$ cat config.mk
export PLATFORM = sky130hd
export DESIGN_NAME = color_class_render
export DESIGN_NICKNAME = d
export VERILOG_FILES = /design/src/rtl/color_class_render.sv
export SDC_FILE = /design/constraint.sdc
export NUM_CORES = 1
export LEC_CHECK = 0
export BUFFER_PORTS_ARGS = -buffer_cell sky130_fd_sc_hd__buf_2
export CORE_UTILIZATION = 45
export DETAILED_ROUTE_END_ITERATION = 10
export GPL_TIMING_DRIVEN = 0
export PLACE_DENSITY = 0.73
export REMOVE_ABC_BUFFERS = 1
export SYNTH_ARGS = -nofsm -noshare
export SYNTH_HDL_FRONTEND = slang
export SYNTH_SLANG_ARGS = --single-unit
$ cat constraint.sdc
create_clock -name clk_in -period 1.3 [get_ports clk_in]
set_clock_uncertainty 0.1 [all_clocks]
set_input_delay 0.325 -clock clk_in [delete_from_list [all_inputs] [get_ports clk_in]]
set_output_delay 0.325 -clock clk_in [all_outputs]
set_load 0.1 [all_outputs]
$ cat src/rtl/color_class_render.sv
// Renders the 3-bit pixel class stream into 12-bit palette RGB through a 2-entry skid buffer.
// Optional per-frame class histogram under COLOR_CLASS_RENDER_HIST_EN.
module color_class_render #(
  parameter logic [11:0] RGB_RED    = 12'hF00,
  parameter logic [11:0] RGB_ORANGE = 12'hF80,
  parameter logic [11:0] RGB_YELLOW = 12'hFF0,
  parameter logic [11:0] RGB_LOWHUE = 12'hF0F,
  parameter logic [11:0] RGB_NONE   = 12'h000
`ifdef COLOR_CLASS_RENDER_HIST_EN
  ,
  parameter int          CNT_W      = 17
`endif
) (
  input  logic             clk_in,
  input  logic             rstn_in,
  input  logic [2:0]       cls_in,
  input  logic             sof_in,
  input  logic             valid_in,
  output logic             ready_out,
  output logic [11:0]      rgb_out,
  output logic             sof_out,
  output logic             valid_out,
  input  logic             ready_in
`ifdef COLOR_CLASS_RENDER_HIST_EN
  ,
  output logic [CNT_W-1:0] cnt_red_out,
  output logic [CNT_W-1:0] cnt_orange_out,
  output logic [CNT_W-1:0] cnt_yellow_out,
  output logic [CNT_W-1:0] cnt_lowhue_out,
  output logic [CNT_W-1:0] cnt_none_out,
  output logic             cnt_valid_out
`endif
);

  logic [11:0] w_rgb;
  logic        w_in_xfer;
  logic        w_out_free;

  logic        r_ready;
  logic        r_ov;
  logic [11:0] r_orgb;
  logic        r_osof;
  logic        r_sv;
  logic [11:0] r_srgb;
  logic        r_ssof;

  always_comb begin
    w_rgb = RGB_NONE;
    case (cls_in)
      3'b001:  w_rgb = RGB_RED;
      3'b100:  w_rgb = RGB_ORANGE;
      3'b010:  w_rgb = RGB_YELLOW;
      3'b011:  w_rgb = RGB_LOWHUE;
      default: w_rgb = RGB_NONE;
    endcase
  end

  // ready_out tracks skid-empty, so an accept never meets a full skid
  assign w_in_xfer  = valid_in & r_ready;
  assign w_out_free = ~r_ov | ready_in;

  always_ff @(posedge clk_in) begin
    if (!rstn_in) begin
      r_ready <= 1'b0;
      r_ov    <= 1'b0;
      r_orgb  <= 12'h000;
      r_osof  <= 1'b0;
      r_sv    <= 1'b0;
      r_srgb  <= 12'h000;
      r_ssof  <= 1'b0;
    end else begin
      if (w_out_free) begin
        if (r_sv) begin
          r_ov    <= 1'b1;
          r_orgb  <= r_srgb;
          r_osof  <= r_ssof;
          r_sv    <= 1'b0;
          r_ready <= 1'b1;
        end else if (w_in_xfer) begin
          r_ov    <= 1'b1;
          r_orgb  <= w_rgb;
          r_osof  <= sof_in;
          r_ready <= 1'b1;
        end else begin
          r_ov    <= 1'b0;
          r_ready <= 1'b1;
        end
      end else if (w_in_xfer) begin
        r_sv    <= 1'b1;
        r_srgb  <= w_rgb;
        r_ssof  <= sof_in;
        r_ready <= 1'b0;
      end else begin
        r_ready <= ~r_sv;
      end
    end
  end

  assign ready_out = r_ready;
  assign valid_out = r_ov;
  assign rgb_out   = r_orgb;
  assign sof_out   = r_osof;

`ifdef COLOR_CLASS_RENDER_HIST_EN
  // counter index: 0 red, 1 orange, 2 yellow, 3 lowhue, 4 none
  logic [2:0]       w_idx;
  logic [CNT_W-1:0] r_cnt [5];
  logic [CNT_W-1:0] r_out [5];
  logic             r_cv;
  logic             r_armed;

  always_comb begin
    w_idx = 3'd4;
    case (cls_in)
      3'b001:  w_idx = 3'd0;
      3'b100:  w_idx = 3'd1;
      3'b010:  w_idx = 3'd2;
      3'b011:  w_idx = 3'd3;
      default: w_idx = 3'd4;
    endcase
  end

  always_ff @(posedge clk_in) begin
    if (!rstn_in) begin
      for (int i = 0; i < 5; i++) begin
        r_cnt[i] <= '0;
        r_out[i] <= '0;
      end
      r_cv    <= 1'b0;
      r_armed <= 1'b0;
    end else begin
      r_cv <= 1'b0;
      if (w_in_xfer) begin
        if (sof_in) begin
          if (r_armed) begin
            for (int i = 0; i < 5; i++) r_out[i] <= r_cnt[i];
            r_cv <= 1'b1;
          end
          r_armed <= 1'b1;
          for (int i = 0; i < 5; i++)
            r_cnt[i] <= (w_idx == 3'(i)) ? CNT_W'(1) : '0;
        end else begin
          for (int i = 0; i < 5; i++)
            if (w_idx == 3'(i) && r_cnt[i] != {CNT_W{1'b1}})
              r_cnt[i] <= r_cnt[i] + CNT_W'(1);
        end
      end
    end
  end

  assign cnt_red_out    = r_out[0];
  assign cnt_orange_out = r_out[1];
  assign cnt_yellow_out = r_out[2];
  assign cnt_lowhue_out = r_out[3];
  assign cnt_none_out   = r_out[4];
  assign cnt_valid_out  = r_cv;
`endif

endmodule
==> flow_results.org, run 1 <==
** Synth
- In this run, distinct cell masters in the synthesized netlist total 25.
- dfxtp_1 takes more of the synthesized area than any other cell.
- Mapped cell area :: 684 sq um
- Syn avg cell area :: about 9.5 sq um
- After synthesis the netlist holds a flip-flop and latch count of 13.
- After technology mapping, the gate count stands at a little over 70.
- Top-area cell type share of the netlist area :: around two fifths
- Sequential share of the synthesized area :: 38.0%
- In the post-synthesis netlist, the biggest area contributors are dfxtp_1 38%, buf_4 9.9%, a21oi_1 5.9%, mux2i_1 4.4%, a311oi_2 4.4%.
- For this run, the number of Yosys warnings is 0.

** Final layout
- Cells with a size suffix above 1 make up roughly half of the layout.
- After filler insertion, the fill cell instance count of the layout stands at 82.
- The number of antenna diodes in the final layout is 0.
- Leaving out fill and tap cells, the most frequent cells in the layout are 15 x buf_12, 8 x a21oi_1, 8 x nand2_1.
- Once layout is complete, the utilization of the core stands at between 70% and 80%.
- Post-layout nets :: 97
- Area of the multi-input gates :: 337 sq um
- Across the whole layout, storage elements account for about 280 sq um.
- Most common cell after layout, fill and taps aside :: buf_12
- Compared with the post-synthesis result, the final layout area differs by 48.8%.

** Run status
- The checks that failed: setup timing.
- The flow ran to the end, but the final reports show violations.

** Run
- The tool flagged a number of max-cap violations equal to 0.

** GRT
- Congestion Overflow GR :: 0
- Met1 GRT Util :: roughly 22%
- Number of antenna violations at the first check in global routing :: 0
- Most crowded layer after global routing :: met2
- Entering global routing, the biggest net connects 12 pins.
- Met2 track demand over resource in global routing :: slightly below 40%
- For this run, global-route usage on met3 was measured as under 10%.
- GRT Resource Usage Total :: about a fifth
- The first global-routing pass estimated between 2000 and 2500 microns of wire.
- The via count of the first global-routing pass came to 504.

** Floorplanning
- The floorplan step set the die width to around 41 microns.
- Floorplan row count :: 13
- Starting density of the core :: between 50% and 60%
- The die covers 1680 sq um.
- In this run the vertical extent of the chip is about 41 microns.
- Num ports :: 23
- CORE AREA :: 1350 sq um

** CTS
- Cell chosen for the clock root :: clkbuf_4
- For the worst-skew pair, the clock arrives at the later sink with an insertion delay of 0.27 ns.
- Max Root-Sink Buffers :: 2
- After clock tree synthesis, the flow added hold-fix buffers numbering 0.
- Clock-pin slew of the registers on the worst-case setup and hold paths :: around 0.08 ns
- The number of clock buffers added by TritonCTS is 3.
- CTS saw 13 sinks.
- H-tree Lvls :: 1
- CTS tree :: yes

** Detailed routing
- Routed vias/inst :: ~5.9
- Number of detailed-routing iterations run before antenna repair :: 4
- Drt first-iter violations :: 15
- The detail route stage leaves a number of antenna-violating nets equal to 0.
- For this run, design rule violations remaining after detail routing come to 0.
- Drt total wl :: ~1900 microns
- In the final routed layout, each cell accounts on average for ~18 microns.
- Via Count :: around 610

** Placement
- Before CTS, the worst setup slack after placement is -0.139 ns.
- IO Port Bufs :: 22
- Once detailed placement completed, the half-perimeter wirelength came to ~870 microns.
- The congestion estimate from routability-driven global placement came to between 0.7 and 0.8.

** Worst setup path
- CP Class :: reg2out
- Data on the critical path arrives at its endpoint at roughly 0.90 ns.
- Start point of the critical path :: rgb_out[10]
- In this run the worst path has a maximum fanout of 5.
- Slowest stage cell on the critical path :: dfxtp_4
- Data on the critical path is required at its endpoint by between 0.8 and 0.9 ns.
- Counting both buffers and inverters, the worst setup path holds a total of 1.
- The worst setup path is captured at an output port.
- Cells traversed along the worst timing path :: buf_12
- Dominant delay contributor by cell family on the critical path :: flip-flops
- FF-to-FF Start :: ready_out
- Kind of start point of the critical path :: flop
- Longest individual stage delay on the worst path :: between 0.4 and 0.5 ns

** Power
- The worst-case IR drop observed on VDD is 0.660 mV.
- Power per cell area :: 1140 nW/um^2
- The analysis attributes to cell leakage a power of roughly 0.00038 uW.

** STA
- For the pin with the worst max-slew slack, the measured transition is 0.438 ns.
- In the post-route analysis, the smallest setup slack over all paths is -0.0256 ns.
- The worst pin sits at a relative slew slack of 70.8%.
- Final setup violation count :: 9
- The final hold violation count was 0.
- Counting I/O delays and the setup requirement, the final critical path takes 1.33 ns.
- Setup repair after global routing could not meet its margin everywhere.
- Highest achievable clock rate :: between 700 and 800 MHz
- Dividing the final minimum period by the clock period gives 102%.
- Slew Limit Fails :: 0

** Hold path
- The tightest min-delay check is of the in2reg type.
- In this run the most critical hold path is launched from sof_in.
## Yosys cell counts
library cell / instances
xor2_1: 1
a311oi_2: 2
nand4b_1: 1
buf_2: 1
o221a_1: 1
and4b_1: 1
o32ai_2: 1
a21oi_1: 8
and4bb_1: 1
nand2b_1: 3
dfxtp_1: 13
buf_6: 2
mux2i_1: 3
inv_1: 1
nor3_1: 3
o32ai_1: 1
o21a_1: 1
nand2_1: 8
nand3_1: 1
a21o_1: 1
nor3b_2: 1
buf_4: 9
and2_4: 1
a211oi_2: 2
nor2_1: 5
## stage by stage
step / hold slack (ns) / instance area [sq um] / power, uW / instances / TNS [ns]
after floorplan: 0.342 / 589 / 728 / 60 / -31.22
after detailed placement: 0.370 / 718 / 788 / 97 / -0.830
after CTS: 0.207 / 936 / 1120 / 101 / -0.283
final: 0.205 / 1020 / 1160 / 103 / -0.192
after global placement: 0.364 / 718 / 786 / 97 / -0.639
after global routing: 0.224 / 1020 / 1200 / 103 / -0.511
## cell families after synthesis
family / after synthesis / synth area share (%)
AND/OR/NAND/NOR: 25 / 20.5
AO/OA/AOI/OAI: 17 / 21.4
flip-flops: 13 / 38.0
buffers and inverters: 13 / 14.4
multiplexers: 3 / 4.39
XOR/XNOR: 1 / 1.28
## power by group
group | total, uW | leakage, uW | internal, uW | switching, uW
combinational | 466 | 0.000255 | 160 | 306
sequential | 448 | 0.000111 | 413 | 35.5
clock | 248 | 0.0000150 | 119 | 129
total | 1160 | 0.000381 | 692 | 471
## metal layers
layer / wire, microns / part of all wire (%) / vias to the layer above
li1: - / - / 284
met1: 827 / 44 / 297
met2: 992 / 53 / 24
met3: 49 / 2.6 / 4
met4: 19 / 1.0 / 0
met5: 0 / 0 / -
## layout make-up
cell class	instances	area share, %
Sequential cell	13	27.8
Clock buffer	4	2.58
Multi-Input combinational cell	46	33.0
Inverter	1	0.369
Timing Repair Buffer	24	34.4
Tap cell	15	1.84
## final timing paths
path	endpoint	slack, ns	cells past startpoint
worst max-delay path	rgb_out[9]	-0.03	1
worst min-delay path	r_ssof	0.21	3
worst max register to register	r_srgb[3]	-0.01	3
worst min register to register	r_srgb[10]	0.39	2
## what timing repair did
item,4_1_cts,5_1_grt
resized for setup,58,18
buffers inserted,0,2
pin swaps,0,1
setup endpoints to repair,24,24
## registers in the layout (all words and copies together) (netlist names)
register	count
r_srgb	4
r_ssof	1
r_sv	1
ready_out	1
rgb_out	4
sof_out	1
valid_out	1
Note: power is estimated with default switching activity, not from simulation.
==> inputs of run 2 (changes only) <==
--- a/config.mk
+++ b/config.mk
@@ -6,10 +6,9 @@
 export NUM_CORES = 1
 export LEC_CHECK = 0
 export BUFFER_PORTS_ARGS = -buffer_cell sky130_fd_sc_hd__buf_2
-export CORE_UTILIZATION = 45
+export CORE_UTILIZATION = 30
 export DETAILED_ROUTE_END_ITERATION = 10
 export GPL_TIMING_DRIVEN = 0
-export PLACE_DENSITY = 0.73
 export REMOVE_ABC_BUFFERS = 1
 export SYNTH_ARGS = -nofsm -noshare
 export SYNTH_HDL_FRONTEND = slang
==> flow_results.org, run 2 (synthesis results as in run 1) <==
** Run status
- The run finished, with violations left.
- The checks that failed: setup timing.

** Power
- IR analysis of the VDD net gives a maximum drop of between 0.3 and 0.4 mV.
- In this run the static leakage power is ~0.00037 uW.
- For this design the ratio of total power to cell area is 1130 nW/um^2.
- The design draws between 1000 and 1500 uW.

** Detailed routing
- Average detailed-routed wire length per instance :: 13.8 microns
- Number of detailed-routing iterations run before antenna repair :: 4
- After detailed routing, the number of remaining DRC violations is 0.
- The routed design has between 1500 and 2000 microns of wire.
- The detail route stage leaves a number of antenna-violating nets equal to 0.
- Drt first-iter violations :: 3
- Via Count :: around 580
- Dividing the detail-routed via count by the number of cells gives roughly 5.1.

** Floorplanning
- Die outline area :: ~2500 sq um
- CORE AREA :: 2060 sq um
- Overall die height :: roughly 50 microns
- In this run the horizontal extent of the chip is roughly 50 microns.
- Floorplan row count :: 16
- The initial utilization of the core area, before any placement, comes to 33.2%.
- Num ports :: 23

** Placement
- IO Port Bufs :: 22
- Routability-driven placement finished with a final weighted congestion of around 0.70.
- After legalization and detailed placement, the total HPWL measured around 940 microns.

** STA
- Across all hold checks on the routed design, the worst slack comes to about 0.21 ns.
- Worst-margin pin slew :: between 0.4 and 0.5 ns
- Of the available clock period, the critical path in the final layout requires 101%.
- Setup repair after global routing could not meet its margin everywhere.
- Static timing analysis puts the maximum clock frequency at between 700 and 800 MHz.
- Clock period minus worst slack :: between 1 and 1.5 ns
- Setup violations remaining at the end of the flow were counted as 8.
- Worst slew slack as a fraction of its limit :: between 70% and 80%
- The final hold violation count was 0.
- Slew Limit Fails :: 0
- After layout, the worst setup slack is -0.0150 ns.

** Worst setup path
- Critical path depth in cells :: 1
- Dominant delay contributor by cell family on the critical path :: flip-flops
- Kind of end point of the critical path :: output port
- In this design, the stage delay of the slowest critical-path cell is about 0.43 ns.
- Depth of the worst register-to-register path :: 3
- Arrival time at the worst endpoint :: 0.89 ns
- Of all nets on the critical path, the largest fanout is 5.
- The setup path with the least slack is of type reg2out.
- The slowest stage of the critical path is the dfxtp_4 cell.
- Data required time of the worst path :: approximately 0.88 ns
- Kind of start point of the critical path :: flop
- The critical path goes through buf_12.
- Together, buffers and inverters on the worst path number 1.

** Final layout
- Number of diodes added for antenna fixing :: 0
- Leaving out fill and tap cells, the most frequent cells in the layout are 14 x buf_12, 8 x a21oi_1, 8 x nand2_1.
- Post-synthesis to final-layout area growth :: 47.7%
- Most common cell after layout, fill and taps aside :: buf_12
- The multi-input combinational cells in the finished layout cover a total of roughly 340 sq um.
- In the final layout, flip-flops and latches occupy around 280 sq um.
- For this run, the post-layout net count is 96.
- Of the cells placed in the final design, the portion with a size suffix greater than 1 is between 40 and 50%.
- Counting the fill cells in the layout gives ~190.

** GRT
- GRT Resource Usage Total :: about 14%
- The number of antenna violations at the first check in global routing was 0.
- The via count of the first global-routing pass came to 523.
- Global-route wire length before repair :: 2500 microns
- Congestion Overflow GR :: 0
- Largest net degree at the start of global routing :: 12

** CTS
- At the later pin of the worst-skew pair, clock insertion delay measures ~0.27 ns.
- H-tree Lvls :: 1
- TritonCTS built the clock tree.
- Clock-pin slew of the registers on the worst-case setup and hold paths :: roughly 0.080 ns
- Total clock sinks :: 13
- The tree is rooted in a clkbuf_4.
- Counting along the longest clock path gives a buffer depth of 2.
- Cts bufs inserted :: 3

** Hold path
- The path class of the tightest hold or removal check is in2reg.
- The worst hold path passes through 3 cells.

** Run
- Number of max-capacitance violations reported :: 0
-- run 2: cell types whose count changed in the layout (fill, tap and decap cells not counted), sizes merged --
| cell | delta |
|---|---|
| buf | -1 |
-- run 2: final timing paths --
path / to / slack, ns / from
setup / recovery: rgb_out[0] / -0.02 / rgb_out[3]
hold / removal: r_ssof / 0.21 / sof_in
setup reg to reg: rgb_out[10] / 0.05 / r_sv
hold reg to reg: r_srgb[10] / 0.38 / r_srgb[10]
-- run 2: per-layer routing --
metal	vias up	GRT usage, %	routed length, microns
li1	277	-	-
met1	283	16.1	635
met2	17	23.0	849
met3	4	2.16	51
met4	0	7.62	41
met5	-	0	0
-- run 2: area by class of cell --
| type | instances | share of cell area [%] |
|---|---|---|
| clock buffers | 4 | 2.60 |
| inverters | 1 | 0.371 |
| multi-input cells | 46 | 33.3 |
| flip-flops and latches | 13 | 27.4 |
| well taps | 27 | 3.34 |
| repair buffers | 23 | 33.0 |
-- run 2: per-stage QoR --
step | TNS (ns) | std cells | worst slack (ns) | utilization [%] | instance area [sq um]
2_1_floorplan | -31.22 | 60 | -2.21 | - | 589
3_3_place_gp | -0.718 | 109 | -0.127 | 35.6 | 733
3_5_place_dp | -0.760 | 109 | -0.123 | 35.6 | 733
4_1_cts | -0.164 | 113 | -0.0255 | 47.7 | 983
5_1_grt | -0.370 | 114 | -0.0473 | 49.0 | 1010
6_report | -0.0892 | 114 | -0.0150 | 49.0 | 1010
-- run 2: timing repair --
| item | in CTS | in global routing |
|---|---|---|
| setup buffers | 0 | 1 |
| gates resized for setup | 66 | 5 |
| pin swaps | 0 | 1 |
| endpoints found under the setup margin | 24 | 17 |
| hold buffers | 0 | 0 |
-- run 2: worst reg2reg max path, delay by kind of cell (launching register included) --
kind	cells	cell delay, ns
and+or+nand+nor	1	0.17
DFF	1	0.39
AOI/OAI and AO/OA	2	0.47
-- run 2: where the power goes --
part / leakage (uW) / internal, uW / switching (uW)
logic: 0.000247 / 155 / 300
clock network: 0.0000150 / 119 / 126
registers: 0.000110 / 414 / 32.5
==> inputs of run 3 (changes only) <==
--- a/config.mk
+++ b/config.mk
@@ -7,6 +7,7 @@
 export LEC_CHECK = 0
 export BUFFER_PORTS_ARGS = -buffer_cell sky130_fd_sc_hd__buf_2
 export CORE_UTILIZATION = 30
+export CTS_CLUSTER_SIZE = 28
 export DETAILED_ROUTE_END_ITERATION = 10
 export GPL_TIMING_DRIVEN = 0
 export REMOVE_ABC_BUFFERS = 1
==> constraint.sdc (replaced) <==
create_clock -name clk_in -period 1.3 [get_ports clk_in]
set_clock_uncertainty 0.1 [all_clocks]
set_input_delay 0.325 -clock clk_in [delete_from_list [all_inputs] [get_ports clk_in]]
set_output_delay 0.325 -clock clk_in [all_outputs]
set_load 0.005 [all_outputs]
==> flow_results.org, run 3 (synthesis results as in run 1) <==
** Run status
- The flow ran to the end, and the final reports show no timing, DRC or antenna violations.

** GRT
- Congestion Overflow GR :: 0
- For this run, the total global-route usage over all layers was measured as 11.3%.
- Number of global-route vias before repair :: roughly 470
- Global-route wire length before repair :: ~2000 microns
- Number of antenna violations at the first check in global routing :: 0
- Entering global routing, the biggest net connects 12 pins.

** Final layout
- The layout has 214 filler cells.
- The area growth from synthesis to layout is 12.6%.
- Of the cells placed in the final design, the portion with a size suffix greater than 1 is around two fifths.
- Most common cell after layout, fill and taps aside :: buf_2
- The finished cells cover 771 sq um.
- Filler-free cell count of the finished design :: 114
- Number of diodes added for antenna fixing :: 0
- Post-layout nets :: 96
- Commonest non-fill, non-tap cells in the layout :: 22 x buf_2, 11 x dfxtp_1, 8 x a21oi_1, 8 x nand2_1, 5 x nor2_1

** Power
- Clock group share of total power :: between 30% and 40%
- VDD sags by at most a little under 0.4 mV.
- Power per cell area :: roughly 1000 nW/um^2
- Net Sw Frac :: 26.0%
- Internal power contribution :: a little under 600 uW
- Summed over all cells, the static leakage comes to approximately 0.00032 uW.
- Overall Power :: approximately 800 uW
- Per report_power, the sequential group accounts for a little over half of the total.
- Combinational cells account for around 15% of the total power.
- Switching power total :: roughly 210 uW

** Placement
- Including well taps, the total number of placed cells is between 100 and 150.
- Post-DP Area :: about 730 sq um
- Detailed placement ended at an HPWL of 938 microns.
- The congestion estimate from routability-driven global placement came to roughly 0.7.
- OpenSTA, run right after detailed placement, puts the worst setup slack at -0.123 ns.
- Buffers placed on the I/O ports in this run total 22.

** STA
- Clock period minus worst slack :: between 1 and 1.5 ns
- Hold is met by 0.208 ns.
- Across all setup checks in the final design, the least slack found is 0.0562 ns.
- Final setup violation count :: 0
- At the pin with the least slew margin, the transition time is 0.436 ns.
- Highest achievable clock rate :: roughly 800 MHz
- Unrepaired setup endpoints after global routing :: no
- The final hold violation count came to 0.
- The final-report max-slew violation count came to 0.
- Worst slew slack as a fraction of its limit :: between 70 and 80%
- The final critical path takes up between 90% and 100% of the cycle.

** Floorplanning
- In this run the core area contains 16 standard-cell rows.
- CORE AREA :: around 2100 sq um
- Horiz. Die Dim :: 49.8 microns
- In this run the count of I/O pins placed on the die edge is 23.
- The initial utilization of the core area, before any placement, comes to around 33%.
- Die outline area :: around 2500 sq um
- Overall die height :: roughly 50 microns

** Detailed routing
- After detailed routing, the number of vias per cell comes to 4.93.
- Via Count :: 562
- Number of detailed-routing iterations run before antenna repair :: 5
- Drt total wl :: about 1300 microns
- In the final routed layout, each cell accounts on average for about 11 microns.
- After detailed routing, the number of remaining DRC violations is 0.
- Antenna Nets Post-Route :: 0
- Drt first-iter violations :: 12

** Worst setup path
- Of all nets on the critical path, the largest fanout is 11.
- CP Class :: reg2reg
- Arrival time at the worst endpoint :: ~1.3 ns
- Data required time of the worst path :: between 1 and 1.5 ns
- Kind of end point of the critical path :: flop
- The worst setup path is launched from a flop.

** CTS
- The tree is rooted in a clkbuf_4.
- Clock tree synthesis found a total of 13 sinks.
- Max Root-Sink Buffers :: 2
- Cts hold-fix bufs :: 0
- The number of clock buffers added by TritonCTS is 3.
- H-tree Lvls :: 1
- Clock latency on the worst-skew pair, taken at its later pin, is approximately 0.27 ns.
- TritonCTS built the clock tree.
- Clock-pin slew of the registers on the worst-case setup and hold paths :: ~0.080 ns

** Run
- The tool flagged a number of max-cap violations equal to 0.

** Hold path
- Min-Delay Path Class :: in2reg
-- run 3: cell counts in the layout (fill, tap and decap cells not counted) --
No cell type changed its count.
-- run 3: layout make-up --
cell class                 instances  area [sq um]  share of cell area [%]
inverter                           1          3.75                   0.487
timing repair buffer              23           118                    15.3
tap                               27          33.8                    4.38
multi-input combinational         46           327                    42.4
sequential                        13           263                    34.1
clock buffer                       4          26.3                    3.41
-- run 3: final timing paths --
check	slack, ns	from	to	cells after the start
min	0.21	sof_in	r_ssof	3
min reg2reg	0.38	r_srgb[10]	r_srgb[10]	2
max reg2reg	0.06	r_sv	rgb_out[10]	3
max	0.06	r_sv	rgb_out[10]	3
-- run 3: stage by stage --
stage | TNS (ns) | utilization [%]
3_3_place_gp | -0.718 | 35.6
2_1_floorplan | 0 | -
4_1_cts | 0 | 37.0
6_report | 0 | 37.4
5_1_grt | 0 | 37.4
3_5_place_dp | -0.760 | 35.6
-- run 3: power by group through the flow --
stage                     Combinational [uW]  Clock [uW]  Sequential, uW
after detailed placement                 122           0             436
after floorplan                         58.2           0             440
after global routing                     134         276             429
after CTS                                122         260             427
final                                    122         251             426
after global placement                   122           0             435
-- run 3: timing repair --
item | 4_1_cts | 5_1_grt
buffers inserted | 0 | 1
endpoints found under the hold margin | 0 | 0
resized for setup | 2 | 1
pin swaps | 0 | 1
endpoints found under the setup margin | 9 | 2
-- run 3: worst max-delay path: stages (launching register included) --
cell	delay (ns)
dfxtp_2	0.39
a21o_1	0.24
and2_4	0.19
o221a_1	0.23
-- run 3: per-layer routing --
layer	track usage, %	vias up	wire length (microns)	part of all wire (%)
met5	0	-	0	0
met4	8.57	0	25	1.9
met3	1.85	4	41	3.2
met2	18.0	15	663	51
met1	13.3	267	558	43
li1	-	276	-	-
